===== config.mk =====
export PLATFORM = sky130hd
export DESIGN_NAME = ddma_release_scheduler
export DESIGN_NICKNAME = d
export VERILOG_FILES = /design/src/rtl/ddma_release_scheduler.sv
export SDC_FILE = /design/constraint.sdc
export NUM_CORES = 2
export LEC_CHECK = 0
export CAP_MARGIN = 0
export CORE_MARGIN = 1
export CORE_UTILIZATION = 55
export CTS_CLUSTER_DIAMETER = 40
export CTS_CLUSTER_SIZE = 10
export DETAILED_ROUTE_END_ITERATION = 10
export GPL_TIMING_DRIVEN = 0
export PLACE_DENSITY = 0.77
export SYNTH_ARGS = -nofsm -noshare
export SYNTH_HDL_FRONTEND = slang
export SYNTH_SLANG_ARGS = --single-unit

===== constraint.sdc =====
create_clock -name clock -period 10.95 [get_ports clock]
set_clock_uncertainty 0.15 [all_clocks]
set_input_delay 1.6425 -clock clock [delete_from_list [all_inputs] [get_ports clock]]
set_output_delay 1.6425 -clock clock [all_outputs]
set_load 0.01 [all_outputs]

===== src/rtl/ddma_release_scheduler.sv =====
`default_nettype none
// ============================================================================
// Module      : ddma_release_scheduler
// Description : Table-driven packet release scheduler for one PE. Holds
//               NUM_DESC descriptors (target XY, payload bytes, release time,
//               optional period). When the lowest-indexed due descriptor is
//               found, it writes the header flit and the size flit into PE
//               memory at BUF_BASE / BUF_BASE+1, then pulses a DDMA send
//               command and waits for completion.
// Ports       : clock, reset (async, active-low)
//               start_in                 - zero time counter, set running
//               cfg_*                    - descriptor write port
//               mem_*_out                - PE local memory write port
//               ddma_*_out, ddma_done_in - DDMA command / completion
//               busy_out                 - scheduler not idle
//               late_count_out           - packets issued after release time
// Revision    : 1.0 - initial release
// ============================================================================
module ddma_release_scheduler #(
  parameter int FLIT_WIDTH = 16,
  parameter int ADDR_WIDTH = 16,
  parameter int TIME_WIDTH = 32,
  parameter int NUM_DESC   = 8,
  parameter int SRC_X      = 0,
  parameter int SRC_Y      = 0,
  parameter int BUF_BASE   = 0
) (
  input  logic                        clock,
  input  logic                        reset,
  input  logic                        start_in,
  input  logic                        cfg_we_in,
  input  logic [$clog2(NUM_DESC)-1:0] cfg_idx_in,
  input  logic [FLIT_WIDTH/4-1:0]     cfg_tx_in,
  input  logic [FLIT_WIDTH/4-1:0]     cfg_ty_in,
  input  logic [15:0]                 cfg_bytes_in,
  input  logic [TIME_WIDTH-1:0]       cfg_release_in,
  input  logic [TIME_WIDTH-1:0]       cfg_period_in,
  output logic                        mem_enable_out,
  output logic                        mem_wb_out,
  output logic [ADDR_WIDTH-1:0]       mem_addr_out,
  output logic [FLIT_WIDTH-1:0]       mem_data_out,
  output logic                        ddma_cmd_out,
  output logic [ADDR_WIDTH-1:0]       ddma_addr_out,
  output logic [15:0]                 ddma_nbytes_out,
  input  logic                        ddma_done_in,
  output logic                        busy_out,
  output logic [15:0]                 late_count_out
);

  localparam int IDX_W = $clog2(NUM_DESC);
  localparam int QW    = FLIT_WIDTH / 4;

  localparam logic [2:0] S_IDLE  = 3'd0;
  localparam logic [2:0] S_HDR   = 3'd1;
  localparam logic [2:0] S_SIZE  = 3'd2;
  localparam logic [2:0] S_ISSUE = 3'd3;
  localparam logic [2:0] S_WAIT  = 3'd4;

  localparam logic [ADDR_WIDTH-1:0] C_HDR_ADDR  = ADDR_WIDTH'(BUF_BASE);
  localparam logic [ADDR_WIDTH-1:0] C_SIZE_ADDR = ADDR_WIDTH'(BUF_BASE + 1);
  localparam logic [QW-1:0]         C_SRC_X     = QW'(SRC_X);
  localparam logic [QW-1:0]         C_SRC_Y     = QW'(SRC_Y);

  // Descriptor table
  logic [NUM_DESC-1:0]   r_valid;
  logic [QW-1:0]         r_tx     [NUM_DESC];
  logic [QW-1:0]         r_ty     [NUM_DESC];
  logic [15:0]           r_bytes  [NUM_DESC];
  logic [TIME_WIDTH-1:0] r_rel    [NUM_DESC];
  logic [TIME_WIDTH-1:0] r_period [NUM_DESC];

  // Time base
  logic                  r_running;
  logic [TIME_WIDTH-1:0] r_time;

  // In-flight packet (latched copy of the selected descriptor)
  logic [2:0]            r_state;
  logic [IDX_W-1:0]      r_sel_idx;
  logic [15:0]           r_sel_bytes;
  logic [TIME_WIDTH-1:0] r_sel_rel;
  logic [TIME_WIDTH-1:0] r_sel_period;
  logic                  r_sel_late;
  // Set when the in-flight entry is rewritten before ISSUE; the new
  // programming must then survive the ISSUE-time re-arm / invalidate.
  logic                  r_dirty;

  // Registered outputs
  logic                  r_wb;
  logic [ADDR_WIDTH-1:0] r_addr;
  logic [FLIT_WIDTH-1:0] r_data;
  logic                  r_cmd;
  logic [ADDR_WIDTH-1:0] r_dma_addr;
  logic [15:0]           r_nbytes;
  logic                  r_busy;
  logic [15:0]           r_late;

  logic                  w_any_due;
  logic [IDX_W-1:0]      w_due_idx;
  logic [FLIT_WIDTH-1:0] w_hdr;
  logic [15:0]           w_sz;
  logic                  w_cfg_hit_due;
  logic                  w_cfg_hit_sel;

  // Lowest due index wins: scan high to low so the last hit is the lowest.
  always_comb begin
    w_any_due = 1'b0;
    w_due_idx = '0;
    for (int i = NUM_DESC - 1; i >= 0; i--) begin
      if (r_valid[i] && r_running && (r_rel[i] <= r_time)) begin
        w_any_due = 1'b1;
        w_due_idx = IDX_W'(i);
      end
    end
  end

  assign w_hdr = FLIT_WIDTH'({C_SRC_X, C_SRC_Y, r_tx[w_due_idx], r_ty[w_due_idx]});

  // Size in flits: ceil(bytes/4) payload flits plus the size flit itself.
  assign w_sz = 16'(r_sel_bytes[15:2]) + 16'(|r_sel_bytes[1:0]) + 16'd1;

  assign w_cfg_hit_due = cfg_we_in && (cfg_idx_in == w_due_idx);
  assign w_cfg_hit_sel = cfg_we_in && (cfg_idx_in == r_sel_idx);

  // Time base
  always_ff @(posedge clock or negedge reset) begin
    if (!reset) begin
      r_running <= 1'b0;
      r_time    <= '0;
    end else if (start_in) begin
      r_running <= 1'b1;
      r_time    <= '0;
    end else if (r_running && (r_time != '1)) begin
      r_time    <= r_time + 1'b1;
    end
  end

  // Descriptor table; the cfg write is placed last so it overrides the
  // ISSUE-time update of the same entry in the same cycle.
  always_ff @(posedge clock or negedge reset) begin
    if (!reset) begin
      r_valid <= '0;
      for (int i = 0; i < NUM_DESC; i++) begin
        r_tx[i]     <= '0;
        r_ty[i]     <= '0;
        r_bytes[i]  <= '0;
        r_rel[i]    <= '0;
        r_period[i] <= '0;
      end
    end else begin
      if ((r_state == S_ISSUE) && !r_dirty) begin
        if (r_sel_period == '0) begin
          r_valid[r_sel_idx] <= 1'b0;
        end else begin
          r_rel[r_sel_idx] <= r_sel_rel + r_sel_period;
        end
      end
      if (cfg_we_in) begin
        r_valid[cfg_idx_in]  <= (cfg_bytes_in != 16'd0);
        r_tx[cfg_idx_in]     <= cfg_tx_in;
        r_ty[cfg_idx_in]     <= cfg_ty_in;
        r_bytes[cfg_idx_in]  <= cfg_bytes_in;
        r_rel[cfg_idx_in]    <= cfg_release_in;
        r_period[cfg_idx_in] <= cfg_period_in;
      end
    end
  end

  // Sequencer and registered outputs. Strobes/data default to 0 each cycle
  // so they are asserted only in the state that uses them.
  always_ff @(posedge clock or negedge reset) begin
    if (!reset) begin
      r_state      <= S_IDLE;
      r_sel_idx    <= '0;
      r_sel_bytes  <= '0;
      r_sel_rel    <= '0;
      r_sel_period <= '0;
      r_sel_late   <= 1'b0;
      r_dirty      <= 1'b0;
      r_wb         <= 1'b0;
      r_addr       <= '0;
      r_data       <= '0;
      r_cmd        <= 1'b0;
      r_dma_addr   <= '0;
      r_nbytes     <= '0;
      r_busy       <= 1'b0;
      r_late       <= '0;
    end else begin
      r_wb       <= 1'b0;
      r_addr     <= '0;
      r_data     <= '0;
      r_cmd      <= 1'b0;
      r_dma_addr <= '0;
      r_nbytes   <= '0;
      case (r_state)
        S_IDLE: begin
          r_busy <= 1'b0;
          if (w_any_due) begin
            r_state      <= S_HDR;
            r_busy       <= 1'b1;
            r_sel_idx    <= w_due_idx;
            r_sel_bytes  <= r_bytes[w_due_idx];
            r_sel_rel    <= r_rel[w_due_idx];
            r_sel_period <= r_period[w_due_idx];
            r_sel_late   <= (r_time > r_rel[w_due_idx]);
            r_dirty      <= w_cfg_hit_due;
            r_wb         <= 1'b1;
            r_addr       <= C_HDR_ADDR;
            r_data       <= w_hdr;
          end
        end
        S_HDR: begin
          r_state <= S_SIZE;
          r_dirty <= r_dirty | w_cfg_hit_sel;
          r_wb    <= 1'b1;
          r_addr  <= C_SIZE_ADDR;
          r_data  <= FLIT_WIDTH'(w_sz);
        end
        S_SIZE: begin
          r_state    <= S_ISSUE;
          r_dirty    <= r_dirty | w_cfg_hit_sel;
          r_cmd      <= 1'b1;
          r_dma_addr <= C_HDR_ADDR;
          r_nbytes   <= w_sz + 16'd2;
        end
        S_ISSUE: begin
          r_state <= S_WAIT;
          if (r_sel_late && (r_late != 16'hFFFF)) begin
            r_late <= r_late + 16'd1;
          end
        end
        S_WAIT: begin
          if (ddma_done_in) begin
            r_state <= S_IDLE;
            r_busy  <= 1'b0;
          end
        end
        default: begin
          r_state <= S_IDLE;
          r_busy  <= 1'b0;
        end
      endcase
    end
  end

  assign mem_enable_out  = r_running;
  assign mem_wb_out      = r_wb;
  assign mem_addr_out    = r_addr;
  assign mem_data_out    = r_data;
  assign ddma_cmd_out    = r_cmd;
  assign ddma_addr_out   = r_dma_addr;
  assign ddma_nbytes_out = r_nbytes;
  assign busy_out        = r_busy;
  assign late_count_out  = r_late;

endmodule
`default_nettype wire


==> flow_summary_export.csv <==
group,metric,value,unit
worst_setup_path,critical_path_arrival,9750,ps
sta,worst_slack,1690,ps
floorplanning,core,90400,sq um
cells_and_area,nets,6491,
yosys,synthTopCellsByCount,"nand2_1, dfrtp_1, mux2i_1, ha_1, o21ai_0",
cells_and_area,fin_util,63.8,%
outcome,violations,"capacitance limit, slew limit",
worst_setup_path,path_cells,"inv_1, ha_1, nand2_1, nor4_2, o311ai_0, a21oi_1, o21ai_1, or2_2, nor2_1, clkbuf_1, clkbuf_1, nand3_1, nand3_1, ha_1, o21a_1, o21a_1, o21a_1, o21ai_0, nand2b_1, a21oi_1, o221ai_1, a2111oi_1, buf_2, o31ai_1",
yosys,yosys_warnings,0,
pwr,p_total,20.6,mW
pwr,ir_drop,0.206,mV
detailed_routing,drt_iter0_markers,6496,
sta,min_period,9260,ps
clocking,cts_hold_buf,0,
clocking,cts_root_buffer,"clkbuf_16",
floorplanning,die_h,305,microns
sta,final-setup-viol-count,0,
global_route,antenna_found_initial,21,
detailed_routing,ant_nets,0,
detailed_routing,first_pass_iters,8,
yosys,synth_top_cell_area_share,43.9,%
detailed_routing,route.detailed.drc,0,
worst_setup_path,crit_type,"register to register",
clocking,clk-insertion-delay-late,790,ps
placement,dp_hpwl,142000,microns
detailed_routing,drt-total-wl,197000,microns
yosys,synth_area_leaders,"dfrtp_1, nand2_1, ha_1",
pwr,share_seq_of_total_power,25.6,%
global_route,grt_max_degree,124,
pwr,combPwrFrac,52.0,%
cells_and_area,final_area,57700,sq um
placement,numPortBuffers,56,
cells_and_area,area_delta_synth_final,14.5,%
detailed_routing,dr_total_vias,47100,
pwr,p_switching,9.83,mW
worst_setup_path,max_stage_delay,920,ps
worst_setup_path,startpoint,"r_time[9]",
detailed_routing,avgRoutedWirePerCell,26.7,microns
clocking,htree_num_levels,4,
yosys,ys_seq_elements,884,
floorplanning,ioPinCount,180,
yosys,synth_top_area_cell,"dfrtp_1",
outcome,status,"complete, but fails checks",
clocking,cts_buffer_depth,3,
placement,placed_cell_area,52800,sq um
pwr,leakage,28.4,nW
sta,hold_violations,0,
global_route,grt_usage,42.0,%
yosys,syn-instance-count,5822,
yosys,async_flop_share,100,%
clocking,cts_tree,"built",
sta,drv_slew,10,
yosys,synth_edf_count,0,
global_route,grt_pass1_wl,289000,microns
worst_setup_path,worstPathRequired,11440,ps
pwr,power_density,357,nW/um^2
clocking,clk_pin_slew,50,ps
pwr,clkPwrFrac,22.5,%
global_route,grt-ovfl-total,0,
detailed_routing,routed_via_density,6.40,
cells_and_area,drive_gt1_share,6.82,%
worst_setup_path,critPathTopFamily,"compound AO/OA/AOI/OAI gates",
yosys,synth_most_common_cell,"nand2_1",
min_path,hold_path_startpoint,"r_ty[10]",
yosys,seq_area_frac_synth,43.9,%
sta,period_share,84.5,%
clocking,ctsResizeCount,0,
floorplanning,die-area,92800,sq um
sta,max-slew-margin-rel,-0.389,%
cells_and_area,final_cells,7364,
yosys,yosysUniqueCellTypes,72,
clocking,cts_buffers,145,
yosys,ys.flop_type,"dfrtp_1",
placement,preCtsSetupSlack,1860,ps
yosys,avgSynthCellArea,8.65,sq um
yosys,netlist_area,50400,sq um
global_route,grt_pass1_vias,44600,
sta,rsz0062_at_grt,"no",
worst_setup_path,critPathBufInv,4,
placement,gp_congestion,1.11,
floorplanning,start_util,55.7,%
run,cap_violations,1,
worst_setup_path,critPathLaunchType,"register",
sta,worst_pin_slew,1510,ps
pwr,p_int,10.8,mW
worst_setup_path,cpMostUsedCell,"o21a_1",
worst_setup_path,ff2ff_setup_slack,1690,ps
floorplanning,dieWidth,305,microns
sta,fin_tns_setup,0,ps
worst_setup_path,reg2reg_from,"r_time[9]",
placement,dp.cells,7098,
clocking,cts_setup_buffers,0,
sta,holdWs,318,ps
sta,fmax,108,MHz
clocking,clkSinkCount,884,
worst_setup_path,crit_slowest_cell,"nor2_1",
floorplanning,rows,110,
worst_setup_path,worst_setup_path_end_kind,"register",
min_path,hp-class,"register to register",
worst_setup_path,critPathMaxFanout,10,
pwr,p_sw_share,47.7,%
layout make-up:
type,instances,area [sq um]
Fill cell,7528,32700
Multi-Input combinational cell,4471,26200
Sequential cell,884,22100
Clock buffer,183,3900
Buffer,431,2000
Tap cell,1176,1470
Clock inverter,71,932
Timing Repair Buffer,69,820
Inverter,68,255
Antenna cell,11,27.5
tightest hold or removal path: stages (launching register included):
cell and delay [ps]:
dfrtp_1 330, nand2_1 50, nand2_1 50
power groups by stage:
stage / combinational, mW / clock, mW / sequential, mW
3_3_place_gp: 10.0 / 0 / 5.25
5_1_grt: 11.3 / 4.77 / 5.31
3_5_place_dp: 10.2 / 0 / 5.24
4_1_cts: 10.3 / 4.62 / 5.20
6_report: 10.7 / 4.63 / 5.28
2_1_floorplan: 6.78 / 0 / 4.80
layout by cell type (no fill, tap or decap), drive strengths merged, types with 32 or more instances in the layout:
master	instances
inv	82
nand2	1999
buf	198
conb	33
a21o	47
o21ai	306
clkbuf	430
clkinv	33
a211o	53
o2bb2ai	51
nor3	40
a31oi	54
mux2i	382
nand3	148
clkdlybuf4s50	55
xnor2	69
ha	324
dfrtp	884
nand4	70
a32o	32
nor2	193
a21oi	266
and3	57
cell families after synthesis:
group / count (synthesis) / share of synthesized area, %
buffers and inverters: 499 / 4.48
and+or+nand+nor: 2644 / 21.6
xor gates and xnor gates: 97 / 1.69
AOI/OAI and AO/OA: 960 / 12.0
DFF: 884 / 43.9
muxes: 412 / 8.26
other: 1 / 0.00744
adders and majority gates: 325 / 8.09
registers in the layout, indices dropped and copies added, names as in the netlist, 3 cells and up:
| name | flops |
|---|---|
| r_rel | 256 |
| r_period | 256 |
| r_sel_bytes | 16 |
| r_time | 32 |
| r_sel_idx | 3 |
| r_sel_period | 32 |
| r_state | 3 |
| ddma_nbytes_out | 16 |
| r_ty | 32 |
| r_tx | 32 |
| late_count_out | 16 |
| r_sel_rel | 32 |
| r_valid | 8 |
| r_bytes | 128 |
| mem_data_out | 15 |
path summary, 6_finish.rpt:
| path | endpoint | depth (start not counted) |
|---|---|---|
| max | r_sel_late | 24 |
| min | r_ty[10] | 2 |
| max reg2reg | r_sel_late | 24 |
| min reg2reg | r_ty[10] | 2 |
| max in group asynchronous | r_bytes[105] | 3 |
| min in group asynchronous | r_time[12] | 1 |
per-layer routing:
metal | global-route usage [%] | vias up | part of all wire (%)
li1 | - | 20400 | -
met1 | 54.6 | 22600 | 38
met2 | 59.0 | 3332 | 41
met3 | 13.9 | 755 | 13
met4 | 29.4 | 14 | 8.3
met5 | 0 | - | 0.046
Power figures use the tool's default switching activity.
